==> src/rtl/array_wrctl_pkg.sv <==
// Shared definitions for the array write-port controller.
package array_wrctl_pkg;

  // Controller FSM encoding (2-bit, kept as plain constants for legacy tools).
  typedef logic [1:0] state_t;
  localparam state_t IDLE = 2'd0;
  localparam state_t INIT = 2'd1;
  localparam state_t CLR  = 2'd2;

  // Bit positions within par_ctrl.
  localparam int unsigned PAR_CLR = 0;
  localparam int unsigned PAR_DIS = 1;

  // Parity event counter width.
  localparam int unsigned PARCNT_W = 8;

endpackage

==> src/rtl/array_wrctl_if.sv <==
// Bus bundle between the requesters, the write controller and the register array.
interface array_wrctl_if #(
  parameter int unsigned ADDRBIT = 9,
  parameter int unsigned WIDTH   = 32
);
  import array_wrctl_pkg::*;

  // Datapath write stream
  logic                 dp_we;
  logic [ADDRBIT-1:0]   dp_wa;
  logic [WIDTH-1:0]     dp_di;
  // CPU write port
  logic                 cpu_req;
  logic [ADDRBIT-1:0]   cpu_wa;
  logic [WIDTH-1:0]     cpu_di;
  logic                 cpu_ack;
  // Init sweep control
  logic                 init_start;
  logic                 init_busy;
  logic                 init_done;
  // Parity control / status
  logic                 par_clr_req;
  logic                 par_dis;
  logic                 par_errin;
  logic [1:0]           par_ctrl;
  logic [PARCNT_W-1:0]  par_cnt;
  // Array write port
  logic [ADDRBIT-1:0]   wa;
  logic                 we;
  logic [WIDTH-1:0]     di;

  // Controller side
  modport slave (
    input  dp_we, dp_wa, dp_di,
    input  cpu_req, cpu_wa, cpu_di,
    output cpu_ack,
    input  init_start,
    output init_busy, init_done,
    input  par_clr_req, par_dis, par_errin,
    output par_ctrl, par_cnt,
    output wa, we, di
  );

  // Requester / array side
  modport master (
    output dp_we, dp_wa, dp_di,
    output cpu_req, cpu_wa, cpu_di,
    input  cpu_ack,
    output init_start,
    input  init_busy, init_done,
    output par_clr_req, par_dis, par_errin,
    input  par_ctrl, par_cnt,
    input  wa, we, di
  );

endinterface

==> src/rtl/array_wrctl_errcnt.sv <==
// Rising-edge detector on the array parity error plus saturating event counter.
module array_wrctl_errcnt
  import array_wrctl_pkg::*;
(
  input  logic                wclk,
  input  logic                rst_,
  input  logic                clr_i,
  input  logic                en_i,
  input  logic                errin_i,
  output logic [PARCNT_W-1:0] cnt_o
);

  logic                errin_q;
  logic [PARCNT_W-1:0] cnt_q;
  logic [PARCNT_W-1:0] cnt_d;
  logic                rise;

  assign rise  = errin_i & ~errin_q;
  assign cnt_o = cnt_q;

  // Next count: clear beats increment; hold at all-ones.
  always_comb begin
    cnt_d = cnt_q;
    if (clr_i) begin
      cnt_d = '0;
    end else if (en_i && rise && (cnt_q != '1)) begin
      cnt_d = cnt_q + 1'b1;
    end
  end

  // Delayed copy for edge detection and counter state.
  always_ff @(posedge wclk or negedge rst_) begin
    if (!rst_) begin
      errin_q <= 1'b0;
      cnt_q   <= '0;
    end else begin
      errin_q <= errin_i;
      cnt_q   <= cnt_d;
    end
  end

endmodule

==> src/rtl/array_wrctl.sv <==
// Write-port controller: merges datapath, init sweep and CPU writes into the
// array's single write port and manages array parity control.
module array_wrctl
  import array_wrctl_pkg::*;
#(
  parameter int unsigned      ADDRBIT = 9,
  parameter int unsigned      DEPTH   = 512,
  parameter int unsigned      WIDTH   = 32,
  parameter logic [WIDTH-1:0] INITVAL = '0
) (
  input  logic         wclk,
  input  logic         rst_,
  array_wrctl_if.slave bus
);

  localparam logic [ADDRBIT:0]   DEPTH_C = (ADDRBIT+1)'(DEPTH);
  localparam logic [ADDRBIT-1:0] LAST_A  = ADDRBIT'(DEPTH - 1);

  state_t             state_q, state_d;
  logic [ADDRBIT-1:0] sweep_q, sweep_d;
  logic [ADDRBIT-1:0] wa_q, wa_d;
  logic [WIDTH-1:0]   di_q, di_d;
  logic               we_q, we_d;
  logic               cpu_ack_q, cpu_ack_d;
  logic               init_busy_q, init_busy_d;
  logic               init_done_q, init_done_d;
  logic [1:0]         par_ctrl_q, par_ctrl_d;

  logic               cpu_grant;
  logic               sweep_step;
  logic               sel_we;
  logic [ADDRBIT-1:0] sel_wa;
  logic [WIDTH-1:0]   sel_di;
  logic               cnt_clr;
  logic               cnt_en;

  // Source arbitration: datapath, then sweep, then CPU; out-of-range drops we.
  always_comb begin
    // ack_q term stops a second grant while the requester is lowering cpu_req
    cpu_grant  = bus.cpu_req && !bus.dp_we && (state_q == IDLE) && !cpu_ack_q;
    sweep_step = (state_q == INIT) && !bus.dp_we;
    sel_we     = 1'b0;
    sel_wa     = wa_q;
    sel_di     = di_q;
    if (bus.dp_we) begin
      sel_we = 1'b1;
      sel_wa = bus.dp_wa;
      sel_di = bus.dp_di;
    end else if (sweep_step) begin
      sel_we = 1'b1;
      sel_wa = sweep_q;
      sel_di = INITVAL;
    end else if (cpu_grant) begin
      sel_we = 1'b1;
      sel_wa = bus.cpu_wa;
      sel_di = bus.cpu_di;
    end
    we_d      = sel_we && ({1'b0, sel_wa} < DEPTH_C);
    wa_d      = sel_wa;
    di_d      = sel_di;
    cpu_ack_d = cpu_grant;
  end

  // FSM next state and sweep address; the sweep holds on datapath cycles.
  always_comb begin
    state_d = state_q;
    sweep_d = sweep_q;
    case (state_q)
      IDLE: begin
        if (bus.init_start) begin
          state_d = INIT;
          sweep_d = '0;
        end
      end
      INIT: begin
        if (sweep_step) begin
          if (sweep_q == LAST_A) state_d = CLR;
          else                   sweep_d = sweep_q + 1'b1;
        end
      end
      CLR:     state_d = IDLE;
      default: state_d = IDLE;
    endcase
    init_busy_d          = (state_d != IDLE);
    init_done_d          = (state_q == CLR);
    par_ctrl_d           = '0;
    par_ctrl_d[PAR_CLR]  = bus.par_clr_req || (state_q == CLR);
    par_ctrl_d[PAR_DIS]  = bus.par_dis;
    cnt_clr              = bus.par_clr_req || ((state_q == IDLE) && bus.init_start);
    cnt_en               = (state_q == IDLE);
  end

  // State and registered outputs.
  always_ff @(posedge wclk or negedge rst_) begin
    if (!rst_) begin
      state_q     <= IDLE;
      sweep_q     <= '0;
      wa_q        <= '0;
      we_q        <= 1'b0;
      di_q        <= '0;
      cpu_ack_q   <= 1'b0;
      init_busy_q <= 1'b0;
      init_done_q <= 1'b0;
      par_ctrl_q  <= 2'b00;
    end else begin
      state_q     <= state_d;
      sweep_q     <= sweep_d;
      wa_q        <= wa_d;
      we_q        <= we_d;
      di_q        <= di_d;
      cpu_ack_q   <= cpu_ack_d;
      init_busy_q <= init_busy_d;
      init_done_q <= init_done_d;
      par_ctrl_q  <= par_ctrl_d;
    end
  end

  array_wrctl_errcnt u_errcnt (
    .wclk    (wclk),
    .rst_    (rst_),
    .clr_i   (cnt_clr),
    .en_i    (cnt_en),
    .errin_i (bus.par_errin),
    .cnt_o   (bus.par_cnt)
  );

  assign bus.wa        = wa_q;
  assign bus.we        = we_q;
  assign bus.di        = di_q;
  assign bus.cpu_ack   = cpu_ack_q;
  assign bus.init_busy = init_busy_q;
  assign bus.init_done = init_done_q;
  assign bus.par_ctrl  = par_ctrl_q;

endmodule

==> src/flat_wrapper.sv <==
// flat-port wrapper written by rule: the top's interface ports become plain ports
module array_wrctl_flat import array_wrctl_pkg::*;
#(
  parameter int unsigned      ADDRBIT = 9,
  parameter int unsigned      DEPTH   = 512,
  parameter int unsigned      WIDTH   = 32,
  parameter logic [WIDTH-1:0] INITVAL = '0
)
  (wclk, rst_, bus_dp_we, bus_dp_wa, bus_dp_di, bus_cpu_req, bus_cpu_wa, bus_cpu_di, bus_cpu_ack, bus_init_start, bus_init_busy, bus_init_done, bus_par_clr_req, bus_par_dis, bus_par_errin, bus_par_ctrl, bus_par_cnt, bus_wa, bus_we, bus_di);
  array_wrctl_if #(.ADDRBIT(ADDRBIT), .WIDTH(WIDTH)) bus_i ();
  input  logic wclk;
  input  logic rst_;
  input wire logic [$bits(bus_i.dp_we)-1:0] bus_dp_we;
  input wire logic [$bits(bus_i.dp_wa)-1:0] bus_dp_wa;
  input wire logic [$bits(bus_i.dp_di)-1:0] bus_dp_di;
  input wire logic [$bits(bus_i.cpu_req)-1:0] bus_cpu_req;
  input wire logic [$bits(bus_i.cpu_wa)-1:0] bus_cpu_wa;
  input wire logic [$bits(bus_i.cpu_di)-1:0] bus_cpu_di;
  output wire logic [$bits(bus_i.cpu_ack)-1:0] bus_cpu_ack;
  input wire logic [$bits(bus_i.init_start)-1:0] bus_init_start;
  output wire logic [$bits(bus_i.init_busy)-1:0] bus_init_busy;
  output wire logic [$bits(bus_i.init_done)-1:0] bus_init_done;
  input wire logic [$bits(bus_i.par_clr_req)-1:0] bus_par_clr_req;
  input wire logic [$bits(bus_i.par_dis)-1:0] bus_par_dis;
  input wire logic [$bits(bus_i.par_errin)-1:0] bus_par_errin;
  output wire logic [$bits(bus_i.par_ctrl)-1:0] bus_par_ctrl;
  output wire logic [$bits(bus_i.par_cnt)-1:0] bus_par_cnt;
  output wire logic [$bits(bus_i.wa)-1:0] bus_wa;
  output wire logic [$bits(bus_i.we)-1:0] bus_we;
  output wire logic [$bits(bus_i.di)-1:0] bus_di;
  assign bus_i.dp_we = bus_dp_we;
  assign bus_i.dp_wa = bus_dp_wa;
  assign bus_i.dp_di = bus_dp_di;
  assign bus_i.cpu_req = bus_cpu_req;
  assign bus_i.cpu_wa = bus_cpu_wa;
  assign bus_i.cpu_di = bus_cpu_di;
  assign bus_cpu_ack = bus_i.cpu_ack;
  assign bus_i.init_start = bus_init_start;
  assign bus_init_busy = bus_i.init_busy;
  assign bus_init_done = bus_i.init_done;
  assign bus_i.par_clr_req = bus_par_clr_req;
  assign bus_i.par_dis = bus_par_dis;
  assign bus_i.par_errin = bus_par_errin;
  assign bus_par_ctrl = bus_i.par_ctrl;
  assign bus_par_cnt = bus_i.par_cnt;
  assign bus_wa = bus_i.wa;
  assign bus_we = bus_i.we;
  assign bus_di = bus_i.di;
  array_wrctl #(.ADDRBIT(ADDRBIT), .DEPTH(DEPTH), .WIDTH(WIDTH), .INITVAL(INITVAL)) u_core (.wclk(wclk), .rst_(rst_), .bus(bus_i));
endmodule
==> config.mk <==
export PLATFORM = sky130hd
export DESIGN_NAME = array_wrctl_flat
export DESIGN_NICKNAME = d
export VERILOG_FILES = /design/src/rtl/array_wrctl_pkg.sv /design/src/rtl/array_wrctl_if.sv /design/src/rtl/array_wrctl_errcnt.sv /design/src/rtl/array_wrctl.sv /design/src/flat_wrapper.sv
export SDC_FILE = /design/constraint.sdc
export NUM_CORES = 1
export LEC_CHECK = 0
export CAP_MARGIN = 20
export CORE_UTILIZATION = 25
export CTS_CLUSTER_DIAMETER = 100
export DETAILED_ROUTE_END_ITERATION = 16
export PLACE_DENSITY_LB_ADDON = 0.3
export SKIP_LAST_GASP = 1
export SLEW_MARGIN = 20
export SYNTH_ARGS = -nofsm -noshare
export SYNTH_HDL_FRONTEND = slang
export SYNTH_SLANG_ARGS = --single-unit
==> constraint.sdc <==
create_clock -name wclk -period 2.8 [get_ports wclk]
set_input_delay 0.56 -clock wclk [delete_from_list [all_inputs] [get_ports wclk]]
set_output_delay 0.56 -clock wclk [all_outputs]
set_load 0.1 [all_outputs]
==> impl_metrics.yaml <==
clock_tree:
  clk_path_buf_depth: 2
  ctsResizeCount: 0
  htreeDepth: 3
  tritoncts: "yes"
  cts_setup_buffers: 0
  clk_pin_slew_ns: 0.06
  numCtsBuffers: 9
  cts_hold_buffers: 0
  clk_latency_ns: 0.33
  ctsRootBufferMaster: "clkbuf_16"
  clock-sinks: 67
detailed_routing:
  wl_um: 9160
  initialDrtViolationCount: 87
  antenna_left: 0
  num_vias: 2799
  drcViolationCount: 0
  wl_per_cell_um: 14.6
  dr.pass1.iters: 4
  viasPerCell: 4.46
worst_setup_path:
  worstPathArrival_ns: 2.61
  cp_max_fo: 8
  ff2ff_setup_slack_ns: 0.40
  worstPathRequired_ns: 3.01
  reg2reg_from: "u_core.sweep_q[0]"
  end_kind: "flop"
  worst_setup_path_start_kind: "flop"
  reg2reg_to: "u_core.sweep_q[7]"
  critPathSlowestCell: "or4b_1"
  path_cells: "ha_1 -> nand3_1 -> nor3_1 -> ha_1 -> or4b_1 -> nor4_4 -> xnor2_1 -> nor2_1"
  crit_top_cell: "ha_1"
  crit_type: "reg -> reg"
  critical_path.max_stage_delay_ns: 0.68
  worstRegToRegCells: 8
place:
  hpwl_um: 6650
  place_area_mm2: 0.00470
  place_congestion: 0.809
  port_buffers: 144
final_layout:
  layout_commonest_cell: "clkdlybuf4s50_1"
  fillCellCount: 1209
  multiInputGateArea_mm2: 0.00145
  final_area_mm2: 0.00500
  nets: 548
  drive_above_1_share_pct: 20.4
  area_delta_synth_final_pct: 56.4
  n_antenna_cell: 0
  register_area_mm2: 0.00168
  final_cell_mix: "87 x clkdlybuf4s50_1, 67 x dfrtp_1, 62 x buf_4"
global_routing:
  grt_pass1_vias: 2926
  antenna_found_initial: 0
  grt_usage_pct: 14.3
  grt_max_degree: 43
  grt_pass1_wl_um: 14500
  grt_overflow: 0
run:
  cap_violations: 0
yosys:
  yosysSeqAreaShare_pct: 52.4
  synth.distinct_cells: 36
  postSynthAreaPerCell_um2: 10.4
  synth-edff-count: 0
  async_flop_share_pct: 100
  synth_largest_area_cell: "dfrtp_1"
  synth_ff_type: "dfrtp_1"
  syn-instance-count: 308
  ys_ff_latch: 67
  ys_warn_count: 0
  syn_nets: 401
  synth_area_mm2: 0.00320
  synth_top_area_share_pct: 52.4
  synth_area_leaders: "dfrtp_1 52%, mux2i_1 13%, o21ai_0 7.5%, nand2_1 6.5%, mux2_2 3.2%"
timing:
  skew_ns: 0.00552
  rsz0062_at_grt: "no"
  hold_ws_ns: 0.248
  fin_crit_sh_pct: 85.7
  hold_violations: 0
  max_freq_ghz: 0.417
  slew_headroom_pct: 55.8
  tns_ns: 0
  tightest_slew_ns: 0.658
  setup_viol: 0
  slew_violations: 0
  final.min_clock_period_ns: 2.40
power_and_ir_drop:
  p_leak_nw: 2.08
  design_power_total_mw: 3.01
  pwr_density_cell_mw_per_mm2: 603
  max-vdd-ir-drop_mv: 0.283
hold_path:
  hold_class: "in -> async"
floorplanning:
  core-area_mm2: 0.0123
  die_h_um: 115
  die_area_mm2: 0.0132
  start_util_pct: 26.1
  num_rows: 40
  ios: 145
  die_w_um: 115
status:
  status: "finished clean"
==> worst max-delay path: cells and delay by family, from the launching register on <==
family | cells | cell delay, ns
xor gates and xnor gates | 1 | 0.15
adders and majority gates | 2 | 0.43
DFF | 1 | 0.42
and+or+nand+nor | 5 | 1.29
==> worst max-delay path by stage <==
stage / depth (start not counted) / start / to / slack, ns
after floorplan: 9 / u_core.sweep_q[0] / u_core.sweep_q[7] / 0.58
after CTS: 8 / u_core.sweep_q[0] / u_core.sweep_q[7] / 0.40
after detailed placement: 8 / u_core.sweep_q[0] / u_core.sweep_q[7] / 0.45
final: 8 / u_core.sweep_q[0] / u_core.sweep_q[7] / 0.40
after global placement: 8 / u_core.sweep_q[0] / u_core.sweep_q[7] / 0.48
after global routing: 8 / u_core.sweep_q[0] / u_core.sweep_q[7] / 0.26
==> cell type report <==
class,instances,area share (%)
tap,168,4.20
clock buffer,12,4.93
clock inverter,4,1.00
timing repair buffer,152,27.3
sequential,67,33.5
inverter,1,0.0751
multi-input combinational,224,28.9
==> synth_stat cells, drive strengths merged, types with 2 or more instances <==
cell	number
a21oi	7
and3	3
buf	8
clkbuf	8
dfrtp	67
ha	3
mux2	9
mux2i	41
nand2	55
nand2b	2
nand3	9
nor2	10
nor2b	2
nor3	4
nor3b	2
nor4b	2
o21a	2
o21ai	49
or2	2
or3	5
xnor2	3
xor2	4
==> cell families after synthesis <==
kind of cell,Yosys count,share of synthesized area [%]
buffers and inverters,17,2.31
AND/OR/NAND/NOR,102,15.9
flip-flops,67,52.4
XOR/XNOR,7,1.92
AO/OA/AOI/OAI,62,10.2
multiplexers,50,16.0
adder cells (fa/ha/maj),3,1.17
==> flip-flops by register name, indices dropped and copies added, names as in the netlist <==
name and count:
u_core.u_errcnt.cnt_o 8, u_core.bus.par_ctrl 2, u_core.state_q 2, u_core.bus.we 1, u_core.bus.cpu_ack 1, u_core.sweep_q 9, u_core.bus.init_busy 1, u_core.bus.di 32
u_core.bus.wa 9, u_core.bus.init_done 1, u_core.u_errcnt.errin_q 1
==> per-layer routing <==
layer / GRT usage (%) / up-vias / share of wire, %
li1: - / 1375 / -
met1: 18.3 / 1314 / 46
met2: 23.0 / 100 / 45
met3: 3.85 / 10 / 7.1
met4: 5.71 / 0 / 1.4
met5: 0 / - / 0
==> through the flow <==
step	instances	setup WS, ns	utilization (%)
floorplan	308	0.584	-
global placement	612	0.484	38.4
detailed placement	612	0.449	38.4
CTS	628	0.402	40.8
global route	628	0.257	40.8
finish	628	0.400	40.8
==> report_power, final <==
group          total [mW]  leakage (nW)  switching (mW)  internal [mW]
registers            1.14         0.856          0.0792           1.06
logic               0.761          1.09           0.506          0.255
clock network        1.12         0.139           0.406          0.712
No activity file was read; power rests on OpenSTA's default activity.
==> patch (same flow settings) <==
`WIDTH` is set to 32 in 3 places; all go to 36.
--- a/src/rtl/array_wrctl_if.sv
+++ b/src/rtl/array_wrctl_if.sv
@@ -3,3 +3,3 @@
   parameter int unsigned ADDRBIT = 9,
-  parameter int unsigned WIDTH   = 32
+  parameter int unsigned WIDTH   = 36
 );
--- a/src/rtl/array_wrctl.sv
+++ b/src/rtl/array_wrctl.sv
@@ -7,3 +7,3 @@
   parameter int unsigned      DEPTH   = 512,
-  parameter int unsigned      WIDTH   = 32,
+  parameter int unsigned      WIDTH   = 36,
   parameter logic [WIDTH-1:0] INITVAL = '0
--- a/src/flat_wrapper.sv
+++ b/src/flat_wrapper.sv
@@ -5,3 +5,3 @@
   parameter int unsigned      DEPTH   = 512,
-  parameter int unsigned      WIDTH   = 32,
+  parameter int unsigned      WIDTH   = 36,
   parameter logic [WIDTH-1:0] INITVAL = '0
Interface: changed (resized bus_cpu_di, bus_di and bus_dp_di); port bits go from 145 to 157. The function was not compared with the original's and may differ.
==> patch against the original RTL <==
  * Clock power increased by 19%
  * Area after synthesis increased by 4.0%
  * Non-clock buffer count increased by 10
  * Worst setup slack improved by 0.077 ns
  * First-iteration DRC count increased by 38%
  * Die area increased by 3.9%
  * Final area increased by 5.2%
  * Wire length increased by 3.4%
  * Power increased by 10%
  * Sequential cell count increased by 4
==> patch: results (changes against the original RTL) <==
[outcome]
outcome=completed  ; unchanged

[power_and_ir_drop]
vdd_drop_max_mv=0.3623  ; was 0.2830 mV
p_leak_uw=0.002210  ; was 0.002084 uW
clkPwrFrac=0.400  ; was 0.371
power_uw=3319  ; was 3015 uW
switchingPower_uw=1047  ; was 991.6 uW
seq-power_uw=1200  ; was 1140 uW

[global_route]
grt_max_degree=72  ; was 43
use_met3=0.06518  ; was 0.03848
groute.layer.met2.usage=0.2278  ; was 0.2301
grt_pass1_vias=2981  ; was 2,926
grt_pass1_wl_um=15460  ; was 14,520 um
use_met1=0.1753  ; was 0.1833
grt_util_all_layers=0.1435  ; was 0.1433

[placed_design]
hpwl_um=6746  ; was 6655 um
globalplace.congestion=0.8070  ; was 0.8094
port_buffers=156  ; was 144
pre_cts_ws_ns=0.2014  ; was 0.4487 ns

[setup_path]
arrival_ns=2.57  ; was 2.61 ns
worstPathMaxFanout=5  ; was 8
cpPeakStageDelay_ns=0.70  ; was 0.68 ns
r2r-start=u_core.sweep_q[0]  ; unchanged
reg2reg_slack_ns=0.48  ; was 0.40 ns
cp_slowest_cell=or4b_2  ; was or4b_1
r2r_cells=7  ; was 8
rr_endpoint=u_core.sweep_q[3]  ; was u_core.sweep_q[7]

[routing]
wl_met1_um=4239  ; was 4244 um
wl_met3_um=830  ; was 651 um
post_drt_wl_per_cell_um=14.50  ; was 14.59 um
dr_wl_met2_um=4307  ; was 4139 um
initialDrtViolationCount=120  ; was 87
num_vias=2924  ; was 2,799

[timing]
fin_skew_ns=0.004757  ; was 0.005519 ns
slew_headroom=0.3735  ; was 0.5584

[synthesis]
yosys-top-cells-area=dfrtp_1, mux2i_1, o21ai_0, nand2_1, mux2_2  ; unchanged
synth_commonest_cells=dfrtp_1, nand2_1, o21ai_0, mux2i_1, nor2_1  ; was dfrtp_1, nand2_1, o21ai_0, mux2i_1
syn-num-nets=421  ; was 401
seq_area_frac_synth=0.5344  ; was 0.5245
synth_cell_type_count=38  ; was 36
synth-async-reset-ratio=1.000  ; unchanged

[layout]
largest_register_ffs=36  ; was 32
drive_gt1_frac=0.2058  ; was 0.2043
nFillCells=1270  ; was 1,209
layout.nets=577  ; was 548

## patch: cell count changes after synthesis, moves of 3 or more
| cell | delta |
|---|---|
| mux2i_1 | +5 |
| nand2_1 | +3 |
| nand3_1 | -3 |
| or3_1 | -3 |
| dfrtp_1 | +4 |
| o21ai_0 | +5 |
| buf_2 | -3 |
## patch: metrics by stage
step                cells    util  area [um2]  hold WS [ns]
global route          653  0.4119        5261        0.4447
global placement      637  0.3848        4915        0.4941
floorplan             320       -        3324        0.2644
detailed placement    637  0.3848        4915        0.4985
CTS                   653  0.4119        5261        0.3983
finish                653  0.4119        5261        0.3493
## patch: kinds of logic after synthesis
family	Yosys count	share of synthesized area
AO/OA/AOI/OAI	66	0.1065
XOR/XNOR	4	0.01054
adder cells (fa/ha/maj)	3	0.01129
buffers and inverters	20	0.02672
flip-flops	71	0.5344
multiplexers	55	0.1690
AND/OR/NAND/NOR	101	0.1415
## patch: area by class of cell
class	instances	area, um2	area share
clock buffer	10	239.0	0.04542
clock inverter	6	107.6	0.02045
inverter	3	11.26	0.002140
multi-input combinational	229	1460	0.2775
sequential	71	1777	0.3377
tap	172	215.2	0.04090
timing repair buffer	162	1451	0.2759
## patch: how the worst max path moves through the flow
stage,startpoint,endpoint,slack [ns],cells after the start
2_1_floorplan,u_core.sweep_q[0],u_core.sweep_q[3],0.63,7
4_1_cts,u_core.sweep_q[0],u_core.sweep_q[3],0.48,7
3_3_place_gp,bus_par_errin,u_core.u_errcnt.cnt_o[5],0.22,5
5_1_grt,u_core.sweep_q[0],u_core.sweep_q[5],0.41,8
6_report,u_core.sweep_q[0],u_core.sweep_q[3],0.48,7
3_5_place_dp,bus_par_errin,u_core.u_errcnt.cnt_o[5],0.20,5
